## config.mk

```make
export PLATFORM = sky130hd
export DESIGN_NAME = fb_rect_fill
export DESIGN_NICKNAME = d
export VERILOG_FILES = /design/src/rtl/fb_pkg.sv /design/src/rtl/fb_rect_fill.sv
export SDC_FILE = /design/constraint.sdc
export NUM_CORES = 1
export LEC_CHECK = 0
export CELL_PAD_IN_SITES_DETAIL_PLACEMENT = 1
export CELL_PAD_IN_SITES_GLOBAL_PLACEMENT = 2
export CORE_ASPECT_RATIO = 2
export CORE_UTILIZATION = 27
export CTS_CLUSTER_DIAMETER = 60
export CTS_CLUSTER_SIZE = 25
export DETAILED_ROUTE_END_ITERATION = 16
export PLACE_DENSITY = 0.75
export RECOVER_POWER = 25
export SYNTH_ARGS = -nofsm -noshare
export SYNTH_HDL_FRONTEND = slang
export SYNTH_SLANG_ARGS = --single-unit
```

## constraint.sdc

```tcl
create_clock -name clk -period 2.6 [get_ports clk]
set_input_delay 0.52 -clock clk [delete_from_list [all_inputs] [get_ports clk]]
set_output_delay 0.52 -clock clk [all_outputs]
set_load 0.005 [all_outputs]
```

## src/rtl/fb_pkg.sv

```systemverilog
// Shared frame-buffer definitions: geometry defaults, fill FSM encoding, address packing.
package fb_pkg;

  localparam int unsigned FB_X_WIDTH    = 8;
  localparam int unsigned FB_Y_WIDTH    = 8;
  localparam int unsigned FB_ADDR_WIDTH = FB_X_WIDTH + FB_Y_WIDTH;

  typedef enum logic [1:0] {
    IDLE = 2'd0,
    FILL = 2'd1,
    DONE = 2'd2
  } fill_state_e;

  // Frame-buffer word address is {row, col}; the display reader packs identically.
  function automatic logic [FB_ADDR_WIDTH-1:0] fb_pack_addr(
    input logic [FB_Y_WIDTH-1:0] row,
    input logic [FB_X_WIDTH-1:0] col
  );
    return {row, col};
  endfunction

endpackage

```

## src/rtl/fb_rect_fill.sv

```systemverilog
// Rectangle-fill writer: accepts one clipped fill command and streams one RAM write per cycle.
module fb_rect_fill
  import fb_pkg::*;
#(
  parameter int unsigned X_WIDTH = FB_X_WIDTH,
  parameter int unsigned Y_WIDTH = FB_Y_WIDTH
) (
  input  logic                       clk,
  input  logic                       rst,
  input  logic                       cmd_valid,
  output logic                       cmd_ready,
  input  logic [X_WIDTH-1:0]         cmd_x,
  input  logic [Y_WIDTH-1:0]         cmd_y,
  input  logic [X_WIDTH:0]           cmd_w,
  input  logic [Y_WIDTH:0]           cmd_h,
  input  logic [31:0]                cmd_color,
  output logic [X_WIDTH+Y_WIDTH-1:0] ram_addr,
  output logic [31:0]                ram_din,
  output logic                       ram_we,
  output logic                       busy,
  output logic                       done
);

  // Clip a span to the space remaining before the frame edge (no wrap-around).
  function automatic logic [X_WIDTH:0] clip_w(input logic [X_WIDTH:0] w, input logic [X_WIDTH-1:0] x);
    logic [X_WIDTH:0] room;
    room = {1'b1, {X_WIDTH{1'b0}}} - {1'b0, x};
    return (w < room) ? w : room;
  endfunction

  function automatic logic [Y_WIDTH:0] clip_h(input logic [Y_WIDTH:0] h, input logic [Y_WIDTH-1:0] y);
    logic [Y_WIDTH:0] room;
    room = {1'b1, {Y_WIDTH{1'b0}}} - {1'b0, y};
    return (h < room) ? h : room;
  endfunction

  fill_state_e        state, state_d;
  logic [X_WIDTH-1:0] x0, x0_d, x_last, x_last_d, col, col_d;
  logic [Y_WIDTH-1:0] y_last, y_last_d, row, row_d;
  logic [31:0]        din_d;
  logic               we_d, busy_d, done_d;
  logic [X_WIDTH:0]   ew;
  logic [Y_WIDTH:0]   eh;
  logic               accept;

  assign ew        = clip_w(cmd_w, cmd_x);
  assign eh        = clip_h(cmd_h, cmd_y);
  assign cmd_ready = (state == IDLE) && !rst;
  assign accept    = cmd_valid && cmd_ready;
  // Same {row, col} packing as fb_pack_addr, kept generic over the geometry parameters.
  assign ram_addr  = {row, col};

  // State, counters and registered write-port outputs.
  always_ff @(posedge clk or posedge rst) begin
    if (rst) begin
      state   <= IDLE;
      x0      <= '0;
      x_last  <= '0;
      y_last  <= '0;
      col     <= '0;
      row     <= '0;
      ram_din <= '0;
      ram_we  <= 1'b0;
      busy    <= 1'b0;
      done    <= 1'b0;
    end else begin
      state   <= state_d;
      x0      <= x0_d;
      x_last  <= x_last_d;
      y_last  <= y_last_d;
      col     <= col_d;
      row     <= row_d;
      ram_din <= din_d;
      ram_we  <= we_d;
      busy    <= busy_d;
      done    <= done_d;
    end
  end

  // Next-state and next-output logic; the raster walks columns first, then rows.
  always_comb begin
    state_d  = state;
    x0_d     = x0;
    x_last_d = x_last;
    y_last_d = y_last;
    col_d    = col;
    row_d    = row;
    din_d    = ram_din;
    we_d     = 1'b0;
    busy_d   = 1'b0;
    done_d   = 1'b0;
    case (state)
      IDLE: begin
        if (accept) begin
          x0_d     = cmd_x;
          col_d    = cmd_x;
          row_d    = cmd_y;
          din_d    = cmd_color;
          x_last_d = X_WIDTH'({1'b0, cmd_x} + ew - (X_WIDTH+1)'(1));
          y_last_d = Y_WIDTH'({1'b0, cmd_y} + eh - (Y_WIDTH+1)'(1));
          busy_d   = 1'b1;
          if ((ew != '0) && (eh != '0)) begin
            state_d = FILL;
            we_d    = 1'b1;
          end else begin
            state_d = DONE;
            done_d  = 1'b1;
          end
        end
      end
      FILL: begin
        busy_d = 1'b1;
        if ((col == x_last) && (row == y_last)) begin
          state_d = DONE;
          done_d  = 1'b1;
        end else begin
          we_d = 1'b1;
          if (col == x_last) begin
            col_d = x0;
            row_d = row + Y_WIDTH'(1);
          end else begin
            col_d = col + X_WIDTH'(1);
          end
        end
      end
      DONE: begin
        state_d = IDLE;
      end
      default: begin
        state_d = IDLE;
      end
    endcase
  end

endmodule

```

Word-level counts from Yosys, hierarchy flattened:

Cells that the tools add are included.
W data, S select, Z words.

* bits of input ports: 69
* word-level logic and storage cells: 64
* bits in registers: 77
* output and inout bits: 52

* reductions and logical operators: 13
* $lt $le $gt $ge: 2
* mux-type cells: 24
* add/sub/neg operators: 8
* equal/unequal tests: 7

Operators by type and width (number)
* $mux W8: 6
* $pmux W8 S2: 2
* $lt A9 B9 Y1: 2
* $mux W9: 2
* $reduce_bool A9 Y1: 2
* $sub A9 B8 Y9 const A: 2
* $add A8 B1 Y8 const B: 2
* $add A8 B8 Y8: 2
* $eq A8 B8 Y1: 2
* $sub A8 B1 Y8 const B: 2
* $ne A2 B2 Y1 const B: 4
* $mux W1: 7
* $mux W2: 3
* $pmux W1 S2: 3
* $logic_and A1 B1 Y1: 4
* $pmux W2 S2: 1
* $reduce_and A2 Y1: 2
* $reduce_and A4 Y1: 1
* $reduce_and A3 Y1: 1
* $eq A2 B1 Y1 const B: 1
* $logic_not A2 Y1: 1
* $reduce_bool A2 Y1: 1
* $logic_not A1 Y1: 1

Logic depth before layout (Yosys ltp):

Gate-level depths: netlist (run 1).

* word-level depth: 8
* depth in mapped cells: 24
* mapped depth without buffers: 23

Worst setup path before layout (run 1):

No wires, ideal clock.

* kind: input to register
* from: in cmd_y[4]
* to: reg y_last[7]
* data required time: 2.531 ns
* arrival: 5.071 ns
* stages: 23
* path slack: -2.539 ns
* library setup time: 0.069 ns
* buffers on the path: 1
* cells stage by stage: or3_1 -> nor3_1 -> and3_1 -> xnor2_1 -> inv_1 -> ha_1 -> nand2_1 -> a21oi_1 -> a311o_1 -> a211oi_4 -> buf_2 -> a21oi_1 -> ha_1 -> inv_1 -> ha_1 -> fa_1 -> a21oi_1 -> o21bai_1 -> a2111o_1 -> o211ai_1 -> nand3_1 -> mux2_2 -> nand3_1

* word-level cells in the longest chain between the ends: 5

Ends and longest elaborated chain
* start: declaration: line fb_rect_fill.sv:13 `input logic [Y_WIDTH-1:0] cmd_y,`
* $sub A9 B8 Y9: line fb_rect_fill.sv:33 `room = {1'b1, {Y_WIDTH{1'b0}}} - {1'b0, y};`
* $lt A9 B9 Y1: line fb_rect_fill.sv:34 `return (h < room) ? h : room;`
* $mux W9: line fb_rect_fill.sv:34
* $add A8 B8 Y8 (*): line fb_rect_fill.sv:100 `y_last_d = Y_WIDTH'({1'b0, cmd_y} + eh - (Y_WIDTH+1)'(1));`
* $sub A8 B1 Y8 (*): line fb_rect_fill.sv:100
* end signal: assignment: line fb_rect_fill.sv:70 `y_last <= y_last_d;`
* end: declaration: line fb_rect_fill.sv:39 `logic [Y_WIDTH-1:0] y_last, y_last_d, row, row_d;`

Every way passes the cells marked *; elsewhere a longest branch is shown, timed or not.
A chain may end at the register's enable or synchronous reset.

Worst setup path after layout (run 1):

* from: in cmd_x[0]
* to: reg x_last[7]

* word-level cells in the longest chain between the ends: 5

Ends and longest elaborated chain
* start: declaration: line fb_rect_fill.sv:12 `input logic [X_WIDTH-1:0] cmd_x,`
* $sub A9 B8 Y9: line fb_rect_fill.sv:27 `room = {1'b1, {X_WIDTH{1'b0}}} - {1'b0, x};`
* $lt A9 B9 Y1: line fb_rect_fill.sv:28 `return (w < room) ? w : room;`
* $mux W9: line fb_rect_fill.sv:28
* $add A8 B8 Y8 (*): line fb_rect_fill.sv:99 `x_last_d = X_WIDTH'({1'b0, cmd_x} + ew - (X_WIDTH+1)'(1));`
* $sub A8 B1 Y8 (*): line fb_rect_fill.sv:99
* end signal: assignment: line fb_rect_fill.sv:69 `x_last <= x_last_d;`
* end: declaration: line fb_rect_fill.sv:38 `logic [X_WIDTH-1:0] x0, x0_d, x_last, x_last_d, col, col_d;`

Marked as above.

==> impl_metrics.py, run 1 <==
metrics = {
    "setup_path": {
        "crit_family": "simple AND/OR/NAND/NOR gates",
        "cp-start-kind": "primary input",
        "crit_chain": "buf_8 > or4_4 > nor4_4 > xor2_2 > ha_4 > nand2_4 > o31ai_4 > nor3_2 > buf_4 > mux2i_1 > ha_1 > inv_2 > ha_4 > inv_2 > fa_2 > nor2b_4 > o21ai_2 > a21boi_2 > or4_1 > nand3_2 > or3_1 > a31oi_1",
        "worstPathBufferInverterCount": 4,
        "cp-end-kind": "register",
        "required_ns": 2.86,
        "criticalPathCategory": "in -> reg",
        "worst_ep_arrival_time_ns": 4.89,
        "cpPeakStageDelay_ns": 0.55,
        "cpMaxStageDelayCell": "or4_4",
        "path_max_fanout": 5,
        "r2r_start": "col[7]",
        "startpoint": "cmd_x[0]",
    },
    "cts": {
        "cts_made_buffers": 9,
        "htree_levels": 3,
        "cts.sinks": 77,
        "clockBufferDepth": 2,
        "clk_pin_slew_ns": 0.06,
        "tritoncts": "done",
        "clk_root_buffer_cell": "clkbuf_16",
        "clock_latency_ns": 0.35,
        "holdBufCountCts": 0,
    },
    "sta": {
        "drv_slew": 0,
        "hold_viol": 0,
        "period_share_pct": 178.1,
        "slew_headroom_pct": 12.32,
        "worstMarginPinSlew_ns": 1.308,
        "fin_tns_setup_ns": -23.65,
        "skew_ns": 0.008679,
        "setup_viol": 20,
        "period_needed_ns": 4.631,
        "timing.final.ws_setup_ns": -2.031,
        "max_freq_ghz": 0.2160,
        "rsz0062_at_grt": "yes",
    },
    "synth": {
        "synthCells": 644,
        "synth_nets": 755,
        "syn_area_per_cell_sq_um": 8.158,
        "synth_edf_count": 0,
        "ys_async_sr_fraction_pct": 100.0,
        "synth_top_flop_cell": "dfrtp_1",
        "ys_ff_latch": 77,
        "synth_cell_types": 52,
        "syn_area_sq_um": 5254,
        "ys_seq_area_share_pct": 36.68,
        "ys_warn_count": 0,
    },
    "route": {
        "viasPerCell": 4.871,
        "dr.first_iter.drc_count": 155,
        "dr.pass1.iters": 4,
        "drc": 0,
        "wl_um": 21400,
        "antenna_left": 0,
        "wire_per_inst_um": 18.20,
        "num_vias": 5728,
    },
    "global_route": {
        "grt_pass1_vias": 6504,
        "grt_pass1_wl_um": 32600,
        "grt_usage_pct": 21.50,
        "grt_max_degree": 61,
        "antenna_found_initial": 0,
        "grt_overflow_total": 0,
    },
    "power": {
        "power_frac_comb_pct": 52.8,
        "pwr-share-seq_pct": 29.6,
        "p_per_area_nw_per_um2": 870.7,
        "sw_frac_of_total_pct": 39.06,
        "leakagePower_nw": 4.138,
        "ir_worst_vdd_v": 0.0003337,
        "switchingPower_mw": 3.043,
        "p_int_mw": 4.747,
        "pwr-share-clk_pct": 17.6,
    },
    "status": {
        "status": "complete, but fails checks",
        "violations": "negative setup slack",
    },
    "run": {
        "maxCapViolCount": 0,
    },
    "placement": {
        "place_area_sq_um": 7835,
        "portBuffers": 120,
        "place_congestion": 0.8646,
        "dp_hpwl_um": 16230,
    },
    "floorplanning": {
        "dieArea_sq_um": 20050,
        "core_sq_um": 18920,
        "die_w_um": 100.6,
        "num_io_pins": 121,
        "fp.dieH_um": 199.3,
        "rows": 71,
        "start_util_pct": 27.77,
    },
    "finish": {
        "fin_nets": 1027,
        "final.fill_count": 2178,
        "final_common_cell": "nand2_1",
        "stdcell_area_sq_um": 8947,
        "drive_above_1_share_pct": 30.84,
        "area_delta_synth_final_pct": 70.30,
        "layout_common_cells": "158 x nand2_1, 148 x buf_4, 108 x clkdlybuf4s50_1, 77 x dfrtp_1",
        "antenna_cells": 0,
    },
    "hold_path": {
        "min_path_type": "reg -> reg",
        "hold_start": "ram_din[0]",
    },
}
power groups by stage:
stage | sequential (mW) | combinational, mW | clock (mW)
detailed placement | 2.33 | 3.74 | 0
floorplan | 2.21 | 1.84 | 0
CTS | 2.31 | 3.95 | 1.42
global route | 2.38 | 4.52 | 1.45
global placement | 2.30 | 3.60 | 0
finish | 2.31 | 4.11 | 1.37
cells by family (layout without fill, tap and decap cells):
family                   after synthesis  after routing  share of synthesized area [%]
AND/OR/NAND/NOR                      273            273                          22.77
AO/OA/AOI/OAI                        116            116                          13.77
buffers and inverters                 80            357                          5.763
flip-flops                            77             77                          36.68
XOR/XNOR                              44             44                          8.383
adder cells (fa/ha/maj)               42             42                          10.29
multiplexers                          12             12                          2.358
area by class of cell:
cell class,count,area [sq um],share of cell area [%]
tap,255,319.1,3.566
multi-input combinational,487,3635,40.62
sequential,77,1927,21.54
clock inverter,6,95.09,1.063
timing repair buffer,289,2524,28.21
inverter,52,219.0,2.447
clock buffer,10,229.0,2.559
synth_stat cells, types with 5 or more instances:
master | number | share of area [%]
dfrtp_1 | 77 | 37
a31oi_1 | 12 | 1.4
xnor2_1 | 13 | 2.2
o211ai_1 | 7 | 1.0
nor4_1 | 8 | 0.95
nand2_1 | 164 | 12
o21ai_0 | 32 | 3.0
clkbuf_1 | 26 | 1.9
nand3_1 | 16 | 1.5
o31ai_1 | 5 | 0.71
ha_1 | 40 | 9.5
nor2_1 | 39 | 2.8
xor2_1 | 27 | 4.5
nor3_1 | 15 | 1.4
a21oi_1 | 35 | 3.3
inv_1 | 52 | 3.7
mux2i_1 | 9 | 1.7
worst reg2reg max path: stages, from the launching register on:
cell and delay, ns:
dfrtp_1 0.47, xor2_1 0.19, nor4_1 0.50, buf_4 0.21, nand3_1 0.11, a21oi_1 0.36
buf_4 0.23, a21oi_1 0.08, a21oi_1 0.14
per-layer routing:
layer / track usage (%) / share of wire [%]
met1: 19.02 / 32
met2: 43.81 / 59
met3: 3.533 / 3.3
met4: 12.29 / 5.1
met5: 0 / 0
registers in the layout (all words and copies together) (netlist names):
name     flops
x_last       8
done         1
ram_we       1
state        2
row          8
x0           8
col          8
y_last       8
ram_din     32
busy         1
metrics by stage:
stage                     instances  utilization [%]  worst slack, ns  hold WS, ns  power [mW]
after floorplan                 644                -           -2.188       0.4468       4.052
after global placement         1122            41.41           -2.784       0.4597       5.897
after detailed placement       1122            41.41           -2.870       0.4620       6.069
after CTS                      1163            45.41           -2.156       0.4774       7.676
after global routing           1176            47.29           -2.205       0.4951       8.354
final                          1176            47.29           -2.031       0.4740       7.790
final timing paths:
kind | cells past startpoint | endpoint | slack (ns)
worst min register to register | 2 | ram_din[0] | 0.47
worst min-delay path | 2 | ram_din[0] | 0.47
min in group asynchronous | 2 | y_last[7] | 1.01
worst max-delay path | 22 | x_last[7] | -2.03
worst max register to register | 8 | row[2] | 0.26
max in group asynchronous | 3 | col[1] | 0.48
repair_timing:
item	4_1_cts	5_1_grt
resized for setup	84	52
buffers inserted	28	18
setup endpoints to repair	20	20
pin swaps	56	50
(Power assumes the default switching activity.)
==> run 2, diff against run 1 <==
--- a/config.mk
+++ b/config.mk
@@ -5,6 +5,7 @@
 export SDC_FILE = /design/constraint.sdc
 export NUM_CORES = 1
 export LEC_CHECK = 0
+export ABC_CLOCK_PERIOD_IN_PS = 2600
 export CELL_PAD_IN_SITES_DETAIL_PLACEMENT = 1
 export CELL_PAD_IN_SITES_GLOBAL_PLACEMENT = 2
 export CORE_ASPECT_RATIO = 2
@@ -12,6 +13,7 @@
 export CTS_CLUSTER_DIAMETER = 60
 export CTS_CLUSTER_SIZE = 25
 export DETAILED_ROUTE_END_ITERATION = 16
+export GPL_TIMING_DRIVEN = 0
 export PLACE_DENSITY = 0.75
 export RECOVER_POWER = 25
 export SYNTH_ARGS = -nofsm -noshare
==> impl_metrics.py, run 2 (synthesized netlist as in run 1, its figures left out) <==
metrics = {
    "status": {
        "status": "complete, but fails checks",
        "violations": "negative setup slack",
    },
    "global_route": {
        "grt_max_degree": 50,
        "grt_usage_pct": 20.50,
        "grt_pass1_vias": 5915,
        "grt_overflow_total": 0,
        "grt_pass1_wl_um": 31040,
        "antenna_found_initial": 0,
    },
    "setup_path": {
        "worst_ep_arrival_time_ns": 4.85,
        "cp-end-kind": "register",
        "criticalPathCategory": "in -> reg",
        "cp-start-kind": "primary input",
        "worstPathBufferInverterCount": 4,
        "required_ns": 2.89,
        "path_max_fanout": 6,
        "crit_family": "compound AO/OA/AOI/OAI gates",
        "cpMaxStageDelayCell": "or3_4",
        "path_common_cell": "a21oi_2",
        "cpPeakStageDelay_ns": 0.40,
        "crit_chain": "buf_12 > or3_4 > nor3_4 > and3_4 > xnor2_4 > inv_2 > ha_4 > nand2_2 > a21oi_2 > a311o_1 > a211oi_4 > buf_6 > a21oi_2 > ha_1 > inv_2 > ha_4 > fa_2 > a21oi_2 > o21bai_2 > a2111o_1 > o211ai_1 > nand3_1 > mux2_4 > nand3_2",
    },
    "route": {
        "met2_wirelength_um": 11270,
        "wl_met1_um": 6800,
        "viasPerCell": 4.885,
        "antenna_left": 0,
        "dr_wl_met3_um": 521,
        "num_vias": 5247,
        "wl_um": 19360,
        "drc": 0,
        "dr.first_iter.drc_count": 140,
        "dr.pass1.iters": 4,
        "routed.top_layer": "met4",
        "wire_per_inst_um": 18.02,
    },
    "sta": {
        "skew_ns": 0.01029,
        "fin_tns_setup_ns": -19.94,
        "worstMarginPinSlew_ns": 1.316,
        "slew_headroom_pct": 11.76,
        "period_share_pct": 175.5,
        "timing.final.ws_setup_ns": -1.962,
        "rsz0062_at_grt": "yes",
        "hold_viol": 0,
        "finalHoldWorstSlack_ns": 0.4555,
        "setup_viol": 20,
        "max_freq_ghz": 0.2192,
        "period_needed_ns": 4.562,
        "drv_slew": 0,
    },
    "finish": {
        "drive_above_1_share_pct": 20.76,
        "fin_nets": 925,
        "multiInputGateArea_sq_um": 3605,
        "largest_reg_flops": 32,
        "largest_register": "ram_din",
        "final_common_cell": "nand2_1",
        "area_delta_synth_final_pct": 53.27,
        "layout_common_cells": "156 x nand2_1, 104 x clkdlybuf4s50_1, 77 x dfrtp_1, 38 x inv_1, 36 x nor2_1",
        "antenna_cells": 0,
        "instances_no_fill": 1074,
        "utilization_pct": 42.56,
        "register_area_sq_um": 1927,
        "final.fill_count": 2235,
    },
    "cts": {
        "cts.sinks": 77,
        "clk_root_buffer_cell": "clkbuf_16",
        "tritoncts": "done",
        "clockBufferDepth": 2,
        "clock_latency_ns": 0.35,
        "clk_pin_slew_ns": 0.07,
        "htree_levels": 3,
        "cts_made_buffers": 9,
    },
    "power": {
        "p_total_mw": 7.383,
        "leakagePower_nw": 3.544,
        "p_per_area_nw_per_um2": 916.9,
        "ir_worst_vdd_v": 0.0003370,
    },
    "floorplanning": {
        "num_io_pins": 121,
        "rows": 71,
        "fp.dieH_um": 199.3,
        "die_w_um": 100.6,
        "start_util_pct": 27.77,
        "dieArea_sq_um": 20050,
        "core_sq_um": 18920,
    },
    "placement": {
        "placedCellCount": 1015,
        "dp_hpwl_um": 14900,
        "portBuffers": 115,
        "place_congestion": 0.8761,
    },
    "hold_path": {
        "min_path_type": "in -> reg",
    },
    "run": {
        "maxCapViolCount": 0,
    },
}
## run 2: cell count changes in the layout (fill, tap and decap cells not counted), sizes merged
cell | previous run | this run
clkinvlp | 1 | 4
clkinv | 3 | 1
clkbuf | 16 | 38
dlymetal6s2s | 1 | 0
bufinv | 2 | 1
clkdlybuf4s50 | 108 | 104
buf | 170 | 52
dlygate4sd2 | 3 | 2
## run 2: worst register-to-register path, cell delays in order (launching register included)
cell	delay, ns
dfrtp_1	0.49
xor2_1	0.21
nor4_1	0.38
nand2_1	0.28
nor3_1	0.25
nor2_1	0.14
clkbuf_2	0.22
nor2_1	0.12
a31oi_1	0.05
## run 2: stage by stage
step	setup WS (ns)	cell area, sq um
3_3_place_gp	-3.373	6932
4_1_cts	-2.165	7859
6_report	-1.962	8053
2_1_floorplan	-2.188	5461
5_1_grt	-2.213	8053
3_5_place_dp	-3.444	6962
## run 2: cell type report
type / instances / area share (%)
Multi-Input combinational cell: 487 / 44.76
Buffer: 28 / 1.694
Inverter: 52 / 2.812
Clock inverter: 6 / 0.8701
Tap cell: 255 / 3.962
Timing Repair Buffer: 159 / 19.00
Clock buffer: 10 / 2.968
Sequential cell: 77 / 23.93
## run 2: routing by layer
metal	vias to the layer above	global-route usage (%)
met5	-	0
met3	31	2.029
met1	2594	20.52
li1	2524	-
met4	0	10.63
met2	98	40.51
## run 2: report_power, final
| group | total (mW) | switching, mW | internal, mW |
|---|---|---|---|
| Combinational | 3.69 | 1.83 | 1.86 |
| Clock | 1.32 | 0.545 | 0.777 |
| Sequential | 2.37 | 0.601 | 1.77 |
## run 2: repair_timing
item	4_1_cts	5_1_grt
hold buffers	0	0
cloned	0	0
setup endpoints to repair	20	33
hold endpoints to repair	0	0
setup buffers	32	11
pin swaps	56	27
gates resized for setup	111	38
## run 2: worst paths after layout
path	startpoint	end	slack, ns	cells past startpoint
max	cmd_y[3]	y_last[7]	-1.96	24
min	cmd_x[3]	col[3]	0.46	3
max reg2reg	col[3]	col[5]	0.35	8
min reg2reg	ram_din[16]	ram_din[16]	0.47	2
max in group asynchronous	rst	ram_din[29]	0.24	3
min in group asynchronous	rst	x_last[4]	1.00	2
==> run 3, diff against run 2 <==
--- a/config.mk
+++ b/config.mk
@@ -9,6 +9,7 @@
 export CELL_PAD_IN_SITES_DETAIL_PLACEMENT = 1
 export CELL_PAD_IN_SITES_GLOBAL_PLACEMENT = 2
 export CORE_ASPECT_RATIO = 2
+export CORE_MARGIN = 3
 export CORE_UTILIZATION = 27
 export CTS_CLUSTER_DIAMETER = 60
 export CTS_CLUSTER_SIZE = 25
==> constraint.sdc (replaced) <==
create_clock -name clk -period 2.6 [get_ports clk]
set_input_delay 0.52 -clock clk [delete_from_list [all_inputs] [get_ports clk]]
set_output_delay 0.52 -clock clk [all_outputs]
set_load 0.05 [all_outputs]
==> impl_metrics.py, run 3 (synthesized netlist as in run 1, its figures left out) <==
metrics = {
    "status": {
        "violations": "negative setup slack",
        "status": "complete, but fails checks",
    },
    "setup_path": {
        "r2r-end": "col[5]",
        "crit_chain": "buf_12 > or3_4 > nor3_4 > and3_4 > xnor2_4 > inv_2 > ha_4 > buf_4 > a311o_1 > a211oi_4 > buf_6 > a21oi_2 > ha_1 > inv_2 > ha_4 > fa_2 > a21oi_2 > o21bai_2 > a2111o_1 > o211ai_1 > buf_4 > nand3_1 > mux2_4 > nand3_2",
        "path_max_fanout": 5,
        "cp-end-kind": "register",
        "r2r_slack_ns": 0.21,
        "criticalPathCategory": "in -> reg",
        "required_ns": 2.88,
        "cpPeakStageDelay_ns": 0.39,
        "r2r_cells": 8,
        "worst_ep_arrival_time_ns": 4.96,
        "cp-start-kind": "primary input",
        "r2r_start": "col[5]",
        "cpMaxStageDelayCell": "or3_4",
    },
    "floorplanning": {
        "dieArea_sq_um": 21270,
        "fp.dieH_um": 203.3,
        "rows": 71,
        "start_util_pct": 27.77,
        "num_io_pins": 121,
        "core_sq_um": 18920,
        "die_w_um": 104.6,
    },
    "cts": {
        "clock_latency_ns": 0.35,
        "tritoncts": "done",
        "cts.sinks": 77,
        "htree_levels": 3,
        "clockBufferDepth": 2,
        "clk_pin_slew_ns": 0.07,
        "holdBufCountCts": 0,
        "cts_made_buffers": 9,
        "clk_root_buffer_cell": "clkbuf_16",
    },
    "route": {
        "antenna_left": 0,
        "wl_met1_um": 6892,
        "dr.pass1.iters": 4,
        "num_vias": 5260,
        "wl_um": 19760,
        "routed.top_layer": "met4",
        "drc": 0,
        "dr_wl_met3_um": 423,
        "viasPerCell": 4.893,
        "wire_per_inst_um": 18.38,
        "dr.first_iter.drc_count": 138,
        "met2_wirelength_um": 11630,
    },
    "finish": {
        "final.fill_count": 2222,
        "largest_register": "ram_din",
        "largest_reg_flops": 32,
        "stdcell_area_sq_um": 8035,
        "instances_no_fill": 1075,
        "final_common_cell": "nand2_1",
        "register_area_sq_um": 1927,
        "multiInputGateArea_sq_um": 3588,
        "antenna_cells": 0,
        "drive_above_1_share_pct": 20.73,
        "layout_common_cells": "155 x nand2_1, 103 x clkdlybuf4s50_1, 77 x dfrtp_1, 39 x inv_1, 39 x buf_4",
        "utilization_pct": 42.47,
        "fin_nets": 926,
        "area_delta_synth_final_pct": 52.94,
    },
    "sta": {
        "slew_headroom_pct": 5.972,
        "drv_slew": 0,
        "timing.final.ws_setup_ns": -2.072,
        "fin_tns_setup_ns": -21.08,
        "rsz0062_at_grt": "yes",
        "period_share_pct": 179.7,
        "worstMarginPinSlew_ns": 1.403,
        "setup_viol": 20,
        "hold_viol": 0,
        "max_freq_ghz": 0.2140,
        "skew_ns": 0.01176,
        "period_needed_ns": 4.672,
        "finalHoldWorstSlack_ns": 0.4486,
    },
    "placement": {
        "portBuffers": 115,
        "placedCellCount": 1015,
        "place_area_sq_um": 6962,
        "dp_hpwl_um": 15190,
        "preCtsSetupSlack_ns": -3.505,
        "place_congestion": 0.8691,
    },
    "hold_path": {
        "min_path_type": "in -> reg",
        "min_to": "x0[1]",
        "hold_start": "cmd_x[1]",
        "hold_depth": 3,
    },
    "power": {
        "leakagePower_nw": 3.540,
        "ir_worst_vdd_v": 0.0005800,
        "switchingPower_mw": 4.302,
        "pwr-share-seq_pct": 27.1,
        "sw_frac_of_total_pct": 49.58,
        "p_total_mw": 8.677,
        "p_per_area_nw_per_um2": 1080,
        "pwr-share-clk_pct": 15.3,
        "power_frac_comb_pct": 57.6,
        "p_int_mw": 4.376,
    },
    "global_route": {
        "antenna_found_initial": 0,
        "grt_max_degree": 49,
        "grt_pass1_wl_um": 31370,
        "grt_pass1_vias": 5910,
        "grt_usage_pct": 18.88,
        "grt_overflow_total": 0,
    },
    "run": {
        "maxCapViolCount": 0,
    },
}
==> run 3: worst max-delay path by stage <==
stage | slack, ns | to | startpoint
floorplan | -2.19 | y_last[7] | cmd_y[4]
global placement | -3.37 | y_last[7] | cmd_y[4]
detailed placement | -3.50 | y_last[7] | cmd_y[2]
CTS | -2.18 | y_last[7] | cmd_y[3]
global route | -2.22 | y_last[7] | cmd_y[1]
finish | -2.07 | y_last[7] | cmd_y[3]
==> run 3: repair_timing <==
action / 4_1_cts / 5_1_grt
endpoints found under the setup margin: 21 / 33
hold endpoints to repair: 0 / 0
buffers inserted: 31 / 13
resized for setup: 109 / 40
cloned: 0 / 0
pin swaps: 53 / 31
==> run 3: critical path, delay by kind of cell <==
family | cells | cell delay [ns]
simple gates | 5 | 0.89
fa+ha+maj | 4 | 1.06
buf+inv | 6 | 0.68
mux | 1 | 0.29
compound gates | 7 | 1.40
xor+xnor | 1 | 0.12
==> run 3: cell type report <==
class                           count  share of cell area, %
Inverter                           52                  2.756
Sequential cell                    77                  23.98
Tap cell                          255                  3.971
Clock buffer                       10                  2.974
Buffer                             28                  1.713
Clock inverter                      6                 0.8876
Multi-Input combinational cell    487                  44.66
Timing Repair Buffer              160                  19.06
==> run 3: metal layers <==
layer / up-vias / track usage, %
met3: 37 / 2.217
met1: 2619 / 18.39
met5: - / 0
met2: 88 / 38.11
met4: 0 / 9.385
li1: 2516 / -
==> run 3: power groups by stage <==
stage | logic, mW | registers [mW] | clock network, mW
2_1_floorplan | 1.86 | 3.50 | 0
3_3_place_gp | 4.60 | 2.35 | 0
3_5_place_dp | 4.73 | 2.38 | 0
4_1_cts | 4.94 | 2.36 | 1.38
5_1_grt | 5.41 | 2.43 | 1.41
6_report | 5.00 | 2.35 | 1.33
